### src/rtl/vga_pkg.sv
// vga_pkg: raster timing constants and scheduler state encoding shared across the VGA renderer
package vga_pkg;
  localparam int COORD_W  = 10;
  localparam int H_OFFSET = 144;
  localparam int V_OFFSET = 35;
  localparam int H_ACTIVE = 640;
  localparam int V_ACTIVE = 480;
  localparam int H_TOTAL  = 800;
  localparam int V_TOTAL  = 525;
  typedef enum logic [1:0] {IDLE, SCAN, COMMIT} sched_state_t;
endpackage

### src/rtl/sprite_row_match.sv
// sprite_row_match: decides whether a descriptor covers the target line and which of its rows it is
module sprite_row_match
  import vga_pkg::*;
(
  input  logic [COORD_W:0]   target,
  input  logic [COORD_W-1:0] obj_y,
  input  logic [COORD_W-1:0] obj_h,
  input  logic               obj_en,
  output logic               hit,
  output logic [COORD_W-1:0] row
);
  logic [COORD_W:0] y_end;
  // 11-bit bounds so y+h never wraps; h=0 gives an empty interval
  always_comb begin
    y_end = {1'b0, obj_y} + {1'b0, obj_h};
    hit   = obj_en && (target >= {1'b0, obj_y}) && (target < y_end);
    row   = target[COORD_W-1:0] - obj_y;
  end
endmodule

### src/rtl/sprite_line_scheduler.sv
// sprite_line_scheduler: picks up to N_SLOTS objects for the next scanline during horizontal blanking
module sprite_line_scheduler
  import vga_pkg::*;
#(
  parameter  int N_OBJ    = 16,
  parameter  int N_SLOTS  = 4,
  parameter  int H_OFFSET = vga_pkg::H_OFFSET,
  parameter  int V_OFFSET = vga_pkg::V_OFFSET,
  parameter  int H_ACTIVE = vga_pkg::H_ACTIVE,
  parameter  int V_ACTIVE = vga_pkg::V_ACTIVE,
  parameter  int H_TOTAL  = vga_pkg::H_TOTAL,
  localparam int IDW      = $clog2(N_OBJ)
) (
  input  logic                       VGA_CLK,
  input  logic                       reset,
  input  logic                       ativo,
  input  logic [COORD_W-1:0]         VGA_X,
  input  logic [COORD_W-1:0]         VGA_Y,
  output logic [IDW-1:0]             obj_rd_idx,
  input  logic [COORD_W-1:0]         obj_x,
  input  logic [COORD_W-1:0]         obj_y,
  input  logic [COORD_W-1:0]         obj_h,
  input  logic                       obj_en,
  output logic [N_SLOTS-1:0]         slot_valid,
  output logic [COORD_W*N_SLOTS-1:0] slot_x,
  output logic [COORD_W*N_SLOTS-1:0] slot_row,
  output logic [IDW*N_SLOTS-1:0]     slot_id,
  output logic                       line_overflow,
  output logic                       busy
);
  localparam int CNTW = $clog2(N_OBJ + 1);
  localparam int SCW  = $clog2(N_SLOTS + 1);
  localparam logic [COORD_W-1:0] TRIG_X = COORD_W'(H_OFFSET + H_ACTIVE);
  localparam logic [COORD_W:0] V_LO = (COORD_W + 1)'(V_OFFSET);
  localparam logic [COORD_W:0] V_HI = (COORD_W + 1)'(V_OFFSET + V_ACTIVE);
  // The whole scan plus commit must fit inside horizontal blanking
  if (N_OBJ + 3 >= H_TOTAL - H_ACTIVE) begin : g_too_many_obj
    $error("sprite_line_scheduler: N_OBJ too large to scan within horizontal blanking");
  end
  sched_state_t         state;
  logic [CNTW-1:0]      cnt;
  logic [COORD_W:0]     target;
  logic [COORD_W:0]     y_next;
  logic                 line_live;
  logic                 eval_v;
  logic [IDW-1:0]       eval_idx;
  logic                 obj_hit;
  logic                 hit_now;
  logic [COORD_W-1:0]   row;
  logic [COORD_W-1:0]   sh_x   [N_SLOTS];
  logic [COORD_W-1:0]   sh_row [N_SLOTS];
  logic [IDW-1:0]       sh_id  [N_SLOTS];
  logic [SCW-1:0]       sh_count;
  logic                 sh_ovf;
  assign y_next  = {1'b0, VGA_Y} + 1'b1;
  assign hit_now = eval_v && line_live && obj_hit;
  assign busy    = state != IDLE;
  sprite_row_match u_match (
    .target (target),
    .obj_y  (obj_y),
    .obj_h  (obj_h),
    .obj_en (obj_en),
    .hit    (obj_hit),
    .row    (row)
  );
  // Scan FSM: index counter, one-cycle descriptor pipeline, shadow fill and end-of-scan commit
  always_ff @(posedge VGA_CLK or posedge reset) begin
    if (reset) begin
      state         <= IDLE;
      cnt           <= '0;
      target        <= '0;
      line_live     <= 1'b0;
      eval_v        <= 1'b0;
      eval_idx      <= '0;
      obj_rd_idx    <= '0;
      sh_count      <= '0;
      sh_ovf        <= 1'b0;
      slot_valid    <= '0;
      slot_x        <= '0;
      slot_row      <= '0;
      slot_id       <= '0;
      line_overflow <= 1'b0;
      for (int i = 0; i < N_SLOTS; i++) begin
        sh_x[i]   <= '0;
        sh_row[i] <= '0;
        sh_id[i]  <= '0;
      end
    end else begin
      case (state)
        IDLE: if (VGA_X == TRIG_X) begin
          state      <= SCAN;
          target     <= y_next - V_LO;
          line_live  <= (y_next >= V_LO) && (y_next < V_HI) && ativo;
          cnt        <= '0;
          obj_rd_idx <= '0;
          eval_v     <= 1'b0;
        end
        SCAN: begin
          cnt        <= cnt + 1'b1;
          obj_rd_idx <= cnt[IDW-1:0] + 1'b1;
          eval_v     <= cnt < CNTW'(N_OBJ);
          eval_idx   <= cnt[IDW-1:0];
          for (int i = 0; i < N_SLOTS; i++)
            if (hit_now && sh_count == SCW'(i)) begin
              sh_x[i]   <= obj_x;
              sh_row[i] <= row;
              sh_id[i]  <= eval_idx;
            end
          if (hit_now && sh_count == SCW'(N_SLOTS)) sh_ovf <= 1'b1;
          else if (hit_now) sh_count <= sh_count + 1'b1;
          if (cnt == CNTW'(N_OBJ)) state <= COMMIT;
        end
        COMMIT: begin
          state         <= IDLE;
          eval_v        <= 1'b0;
          obj_rd_idx    <= '0;
          line_overflow <= sh_ovf;
          sh_ovf        <= 1'b0;
          sh_count      <= '0;
          for (int i = 0; i < N_SLOTS; i++) begin
            slot_valid[i]                   <= sh_count > SCW'(i);
            slot_x[COORD_W*i +: COORD_W]    <= sh_x[i];
            slot_row[COORD_W*i +: COORD_W]  <= sh_row[i];
            slot_id[IDW*i +: IDW]           <= sh_id[i];
            sh_x[i]                         <= '0;
            sh_row[i]                       <= '0;
            sh_id[i]                        <= '0;
          end
        end
        default: state <= IDLE;
      endcase
    end
  end
endmodule

### config.mk
export PLATFORM = sky130hd
export DESIGN_NAME = sprite_line_scheduler
export DESIGN_NICKNAME = d
export VERILOG_FILES = /design/src/rtl/vga_pkg.sv /design/src/rtl/sprite_row_match.sv /design/src/rtl/sprite_line_scheduler.sv
export SDC_FILE = /design/constraint.sdc
export NUM_CORES = 1
export LEC_CHECK = 0
export ABC_AREA = 1
export CAP_MARGIN = 20
export CORE_MARGIN = 2
export CORE_UTILIZATION = 49
export DETAILED_ROUTE_END_ITERATION = 10
export PLACE_DENSITY = 0.73
export SLEW_MARGIN = 10
export SYNTH_ARGS = -nofsm -noshare
export SYNTH_HDL_FRONTEND = slang
export SYNTH_SLANG_ARGS = --single-unit
### constraint.sdc
create_clock -name VGA_CLK -period 11.4 [get_ports VGA_CLK]
set_input_delay 2.85 -clock VGA_CLK [delete_from_list [all_inputs] [get_ports VGA_CLK]]
set_output_delay 2.85 -clock VGA_CLK [all_outputs]
set_load 0.005 [all_outputs]
* Word-level counts from Yosys, hierarchy flattened
Index checks and enable logic that the tools add are counted.
W data, S select, Z words.
** Storage, ports and cells
- Bits in registers :: 229
** Cells by class
- Add/sub/neg operators :: 7
- Order comparisons :: 9
- Eq/ne operators :: 17
- Multiplexer cells :: 29
- Reduce and logical (&&, ||, !) cells :: 27
** Operator list (number)
- $pmux W40 S2 :: 2
- $mux W10 :: 8
- $pmux W16 S2 :: 1
- $mux W4 :: 5
- $ne A2 B2 Y1 const B :: 9
- $reduce_and A2 Y1 :: 9
- $pmux W4 S3 :: 1
- $add A10 B1 Y11 const B :: 1
- $add A10 B10 Y11 :: 1
- $ge A11 B10 Y1 :: 1
- $ge A11 B6 Y1 const B :: 1
- $logic_and A1 B1 Y1 :: 11
- $lt A11 B10 Y1 const B :: 1
- $lt A11 B11 Y1 :: 1
- $sub A11 B6 Y11 const B :: 1
- $eq A10 B10 Y1 const B :: 1
- $pmux W5 S2 :: 1
- $sub A10 B10 Y10 :: 1
- $eq A3 B2 Y1 const B :: 2
- $gt A3 B1 Y1 const B :: 2
- $gt A3 B2 Y1 const B :: 2
- $mux W3 :: 2
- $pmux W3 S2 :: 1
- $reduce_bool A2 Y1 :: 3
- other kinds (19) :: 21

* Logic depth before layout (Yosys ltp)
- Word-level depth :: 7
- Depth in mapped cells :: 21

* Cells and area by module
A second synthesis with hierarchy kept.
** Unflattened totals
- Cell total of the unflattened synthesis :: 1284
- Area total of the unflattened synthesis :: 10639.0 sq um
** Modules (own cells, without submodules)
- sprite_line_scheduler :: instances 1, cells each 1064, area an instance 9372.7 sq um, sequential area each 5730.5 sq um
- sprite_row_match :: instances 1, cells each 220, area an instance 1266.2 sq um, sequential area each 0.0 sq um

* Least setup slack after synthesis
OpenSTA, ideal clock, no wires.
- Path type :: input to register
- Start point :: in obj_y[0]
- End point :: reg sh_row[35] (netlist bit)
- Setup time :: 116 ps
- Arrival :: 5416 ps
- Data required time :: 11284 ps
- Slack :: 5868 ps
- Cell stages on the path :: 19
- Cells stage by stage :: ha_1 fa_1 a21oi_1 o21bai_1 a21oi_1 o21ai_0 xor2_1 ha_1 nand2_1 inv_1 a21oi_1 nand2_1 a21oi_4 nand3_2 nand2_4 inv_2 buf_6 nand2_1 nand2_1
** Between the ends
- Cells in the longest elaborated chain, start to end :: 7
- Elaborated cells between the ends (all ways) :: 12
- Classes of those cells :: 2 x add/sub; 2 x order compare; 1 x eq/ne; 2 x mux; 5 x reduce/logical
** RTL lines
- from (decl) :: line sprite_line_scheduler.sv:21 : input logic [COORD_W-1:0] obj_y,
- $add A10 B10 Y11 or $ge A11 B10 Y1 (tied branches) :: line sprite_row_match.sv:15, sprite_row_match.sv:16
- $lt A11 B11 Y1 or $logic_and A1 B1 Y1 (tied branches) :: line sprite_row_match.sv:16 : hit = obj_en && (target >= {1'b0, obj_y}) && (target < y_end);
- $logic_and A1 B1 Y1 :: line sprite_row_match.sv:16
- $logic_and A1 B1 Y1 :: line sprite_line_scheduler.sv:56 : assign hit_now = eval_v && line_live && obj_hit;
- $logic_and A1 B1 Y1 :: line sprite_line_scheduler.sv:104 : if (hit_now && sh_count == SCW'(i)) begin
- $ne A2 B2 Y1 (no source line)
- $reduce_and A2 Y1 (no source line)
- to (signal, indexed assignment) :: line sprite_line_scheduler.sv:106 : sh_row[i] <= row;
- to (decl) :: line sprite_line_scheduler.sv:51 : logic [COORD_W-1:0] sh_row [N_SLOTS];
Several ways; a longest one is shown, not always the timed one. The select of a mux whose other input is x is not followed.
A chain may end at the register's enable or synchronous reset.

* Final worst setup path
- Start point :: in obj_y[0]
- End point :: reg sh_x[31] (netlist bit)
** Between the ends
- Cells in the longest elaborated chain, start to end :: 7
- Elaborated cells between the ends (all ways) :: 9
- Classes of those cells :: 1 x add/sub; 2 x order compare; 1 x eq/ne; 5 x reduce/logical
** RTL lines
- $add A10 B10 Y11 or $ge A11 B10 Y1 (tied branches) :: line sprite_row_match.sv:15, sprite_row_match.sv:16
- $lt A11 B11 Y1 or $logic_and A1 B1 Y1 (tied branches) :: line sprite_row_match.sv:16
- $logic_and A1 B1 Y1 * :: line sprite_row_match.sv:16
- $logic_and A1 B1 Y1 * :: line sprite_line_scheduler.sv:56
- $logic_and A1 B1 Y1 * :: line sprite_line_scheduler.sv:104
- $ne A2 B2 Y1 (no source line) *
- $reduce_and A2 Y1 (no source line) *
- to (signal, indexed assignment) :: line sprite_line_scheduler.sv:105 : sh_x[i] <= obj_x;
- to (decl) :: line sprite_line_scheduler.sv:50 : logic [COORD_W-1:0] sh_x [N_SLOTS];
Every way passes the cells marked *; elsewhere a longest branch is shown, timed or not.

==> run summary <==
Yosys printed 0 warnings. The clock reaches the later pin of the worst-skew pair after 0.50 ns. The post-cts repair resize count was 0; the first-pass iteration count of the detailed router was 7. The number of hold violations in the final report was 0; the total setup buffers inserted after CTS was 0.

In this run the worst path has a maximum fanout of 36. The most used flip-flop cell after synthesis is sky130_fd_sc_hd__dfrtp_1. Global routing finished with a remaining overflow of 0. The first routing iteration left 535 violations.

The initial core utilization was 49.7%. Area growth from synthesis to layout: 22.8%. The delay of the slowest critical-path stage came out at 0.44 ns. Dividing the detail-routed wire length by the instance count gives 14.1 um.

The total of hold buffers inserted after clock tree synthesis is 0. Setup violations remaining at the end of the flow were counted as 0. Derived from the worst setup path, the maximum achievable clock frequency is 162 MHz. The final antenna-violating net count was 0; the worst endpoint data arrival time was 6.54 ns. After detailed routing, the total wire length is 24400 um.

The wire-length estimate of the detail-placed layout is 17400 um. The number of CTS-inserted buffers is 23. The worst setup path is launched from an input pin. The floorplan step set the die width to 153 um.

In this run the static leakage power is 6.64 nW. The setup total negative slack is 0 ns, and the final period demand of the worst path is 6.16 ns. Traced cell by cell, the critical path runs through clkdlybuf4s50_1 -> ha_1 -> fa_1 -> a21oi_1 -> o21bai_1 -> nand4_1 -> nand3_1 -> nand2_1 -> nand2_1 -> a21oi_1 -> ha_1 -> nand2_1 -> inv_1 -> nand3_1 -> nand3_1 -> a21oi_4 -> nand3_2 -> nand2_4 -> inv_2 -> nand2_1 -> nand2_1.

In this run switching power makes up 34.1% of total power. The tools report the switching power of the nets as 0.00102 W. The logs give 160 for the number of top-level pins and 0.0133 mm2 for the final design area excluding fillers.

The flow ran to the end, and the final reports show no timing, DRC or antenna violations. Of the cells placed in the final design, the portion with a size suffix greater than 1 is 5.18%. Using the TritonRoute via totals, the vias-per-cell ratio works out to 5.01. The total die area is 0.0233 mm2, and the number of library cell types mapped by synthesis is 40. At the end of routability-driven placement, the weighted congestion stood at 0.857. In the layout the commonest cells are 477 x sky130_fd_sc_hd__nand2_1, 229 x sky130_fd_sc_hd__dfrtp_1, 159 x sky130_fd_sc_hd__clkdlybuf4s50_1.

The run gives 229 as the number of sinks driven by the clock tree. The final critical path takes up 54.0% of the cycle. VDD sags by at most 110 uV. The region available for standard cell placement spans 0.0218 mm2. By startpoint and endpoint, the worst setup path is classified as input pin to flip-flop.

The logs give 1290 for the number of instances in the synthesized netlist and 8655 for the via total after detailed routing. The first global-routing pass estimated 41200 um of wire. Class of the most critical hold timing path: flip-flop to flip-flop.

For the pin with the worst max-slew slack, the measured transition is 0.785 ns. The chip height was 153 um. In this run the tool buffered the top-level ports with 159 buffer cells.

The tools report the internal power summed over all cells as 0.00197 W. The slowest stage of the critical path belongs to the cell sky130_fd_sc_hd__clkdlybuf4s50_1. The netlist area before placement came out at 0.0108 mm2. The run gives 0.0125 mm2 as the standard cell area after detailed placement. The logs give 1532 for the net count reported at finish and 0 for the count of inserted antenna diode cells. The run gives 0 as the number of remaining DRC errors.

Synthesized net count: 1388. Max-cap violations in this run came to 0. Setup repair after global routing left no endpoint under its margin. TritonCTS built the clock tree. In the synthesized netlist the async set-or-reset flop fraction comes to 100%.

For the count of final max-slew check failures, the log shows 0. The master cell of the clock root buffer was sky130_fd_sc_hd__clkbuf_16. Each instance of the synthesized netlist takes up on average 8.38 um2. The endpoint required time on the critical path is 11.78 ns, and the maximum number of pins on one net before global-route repair is 108. Leaving out fill and tap cells, the most frequent cell in the layout is sky130_fd_sc_hd__nand2_1. Fill cells in the final layout number 1879. In this run, synthesis inferred 0 flip-flops with an integrated enable. After clock tree synthesis, the clock-pin slew on the worst setup and hold paths is 0.06 ns. The worst setup path is captured at a flip-flop.

For this design the ratio of total power to cell area is 225 mW/mm2. Counting stages on the worst path, the most repeated cell is sky130_fd_sc_hd__nand2_1. The deepest level of the CTS H-tree was 1; the clock group share of total power was 25.2%. The worst clock skew was 0.0106 ns; the flip-flop and latch count after synthesis was 229. Global routing used 21.2% of the available tracks.

The sequential group share of total power was 41.5%; the number of rows created at floorplan was 54. In this run the tightest slew margin relative to its limit is 47.7%. The run gives 3 as the buffer levels on the longest clock path.

In this run, the combinational gates consume 33.3% of the power. The logs give 53.0% for the sequential area share after synthesis and 0 for the number of antenna violations at the first check in global routing. The run gives 8383 as the number of global-route vias before repair.
## routing by layer
metal	vias up	track usage (%)	share of wire, %
met3	43	2.99	5.7
met1	4054	29.5	45
li1	4323	-	-
met2	235	35.2	48
met4	0	5.73	2.2
met5	-	0	0
## state kept, by name, indices dropped and copies added, names as in the netlist
signal         flops
sh_row            40
sh_x              40
slot_row          40
slot_x            40
sh_id             16
slot_id           16
target            11
cnt                5
eval_idx           4
obj_rd_idx         4
slot_valid         4
sh_count           3
state              2
eval_v             1
line_live          1
line_overflow      1
sh_ovf             1
## path summary, 6_finish.rpt
path	cells after the start	startpoint	slack [ns]	endpoint
worst max-delay path	21	obj_y[0]	5.24	sh_x[31]$_DFFE_PP0P_
worst min-delay path	2	slot_x[12]$_DFFE_PP0P_	0.47	slot_x[12]$_DFFE_PP0P_
worst max register to register	6	state[0]$_DFFE_PP0P_	8.70	slot_x[26]$_DFFE_PP0P_
worst min register to register	2	slot_x[12]$_DFFE_PP0P_	0.47	slot_x[12]$_DFFE_PP0P_
max in group asynchronous	4	reset	6.45	slot_row[15]$_DFFE_PP0P_
min in group asynchronous	2	reset	2.89	slot_row[24]$_DFFE_PP0P_
## cells by family after synthesis
logic type	Yosys count	synth area share [%]
AOI/OAI and AO/OA	184	9.05
buffers and inverters	197	7.83
DFF	229	53.0
and+or+nand+nor	616	23.1
muxes	3	0.312
xor gates and xnor gates	17	1.45
adders and majority gates	44	5.23
## cells in the mapped netlist (all sizes together), types with 3 or more instances
cell type	number	share of area [%]
nor3	5	0.23
nand4	10	0.58
dfrtp	229	53
nand3	52	2.7
inv	152	5.3
clkbuf	24	0.83
xnor2	7	0.57
buf	20	1.7
nand2	486	17
ha	42	4.9
a21oi	22	1.1
xor2	10	0.88
mux2	3	0.31
nor2	60	2.2
o21ai	152	7.2
## critical path: cells and delay by family
| family | cells | cell delay (ns) |
|---|---|---|
| adder cells (fa/ha/maj) | 3 | 0.95 |
| AND/OR/NAND/NOR | 11 | 1.31 |
| AO/OA/AOI/OAI | 4 | 0.72 |
| buffers and inverters | 3 | 0.70 |
## through the flow
| stage | util [%] | hold WS (ns) | instances | power [W] | setup WS (ns) |
|---|---|---|---|---|---|
| after floorplan | - | 0.442 | 1290 | 0.00182 | 2.27 |
| after global placement | 57.6 | 0.457 | 1689 | 0.00222 | 4.91 |
| after detailed placement | 57.6 | 0.458 | 1689 | 0.00225 | 4.79 |
| after CTS | 61.0 | 0.474 | 1729 | 0.00301 | 5.29 |
| after global routing | 61.0 | 0.500 | 1729 | 0.00320 | 4.96 |
| final | 61.0 | 0.473 | 1729 | 0.00299 | 5.24 |
## area by class of cell
type	instances	area (um2)	area share, %
inverters	153	587	4.42
well taps	280	350	2.64
repair buffers	163	1620	12.2
multi-input cells	864	4240	31.9
clock inverters	9	105	0.792
flip-flops and latches	229	5730	43.2
clock buffers	31	646	4.86
## power by group through the flow
| stage | combinational (W) | sequential, W | clock [W] |
|---|---|---|---|
| after global routing | 0.00114 | 0.00127 | 0.000795 |
| after global placement | 0.000969 | 0.00125 | 0 |
| after floorplan | 0.000594 | 0.00123 | 0 |
| final | 0.000994 | 0.00124 | 0.000752 |
| after CTS | 0.00101 | 0.00124 | 0.000764 |
| after detailed placement | 0.00100 | 0.00125 | 0 |
Power figures use the tool's default switching activity.
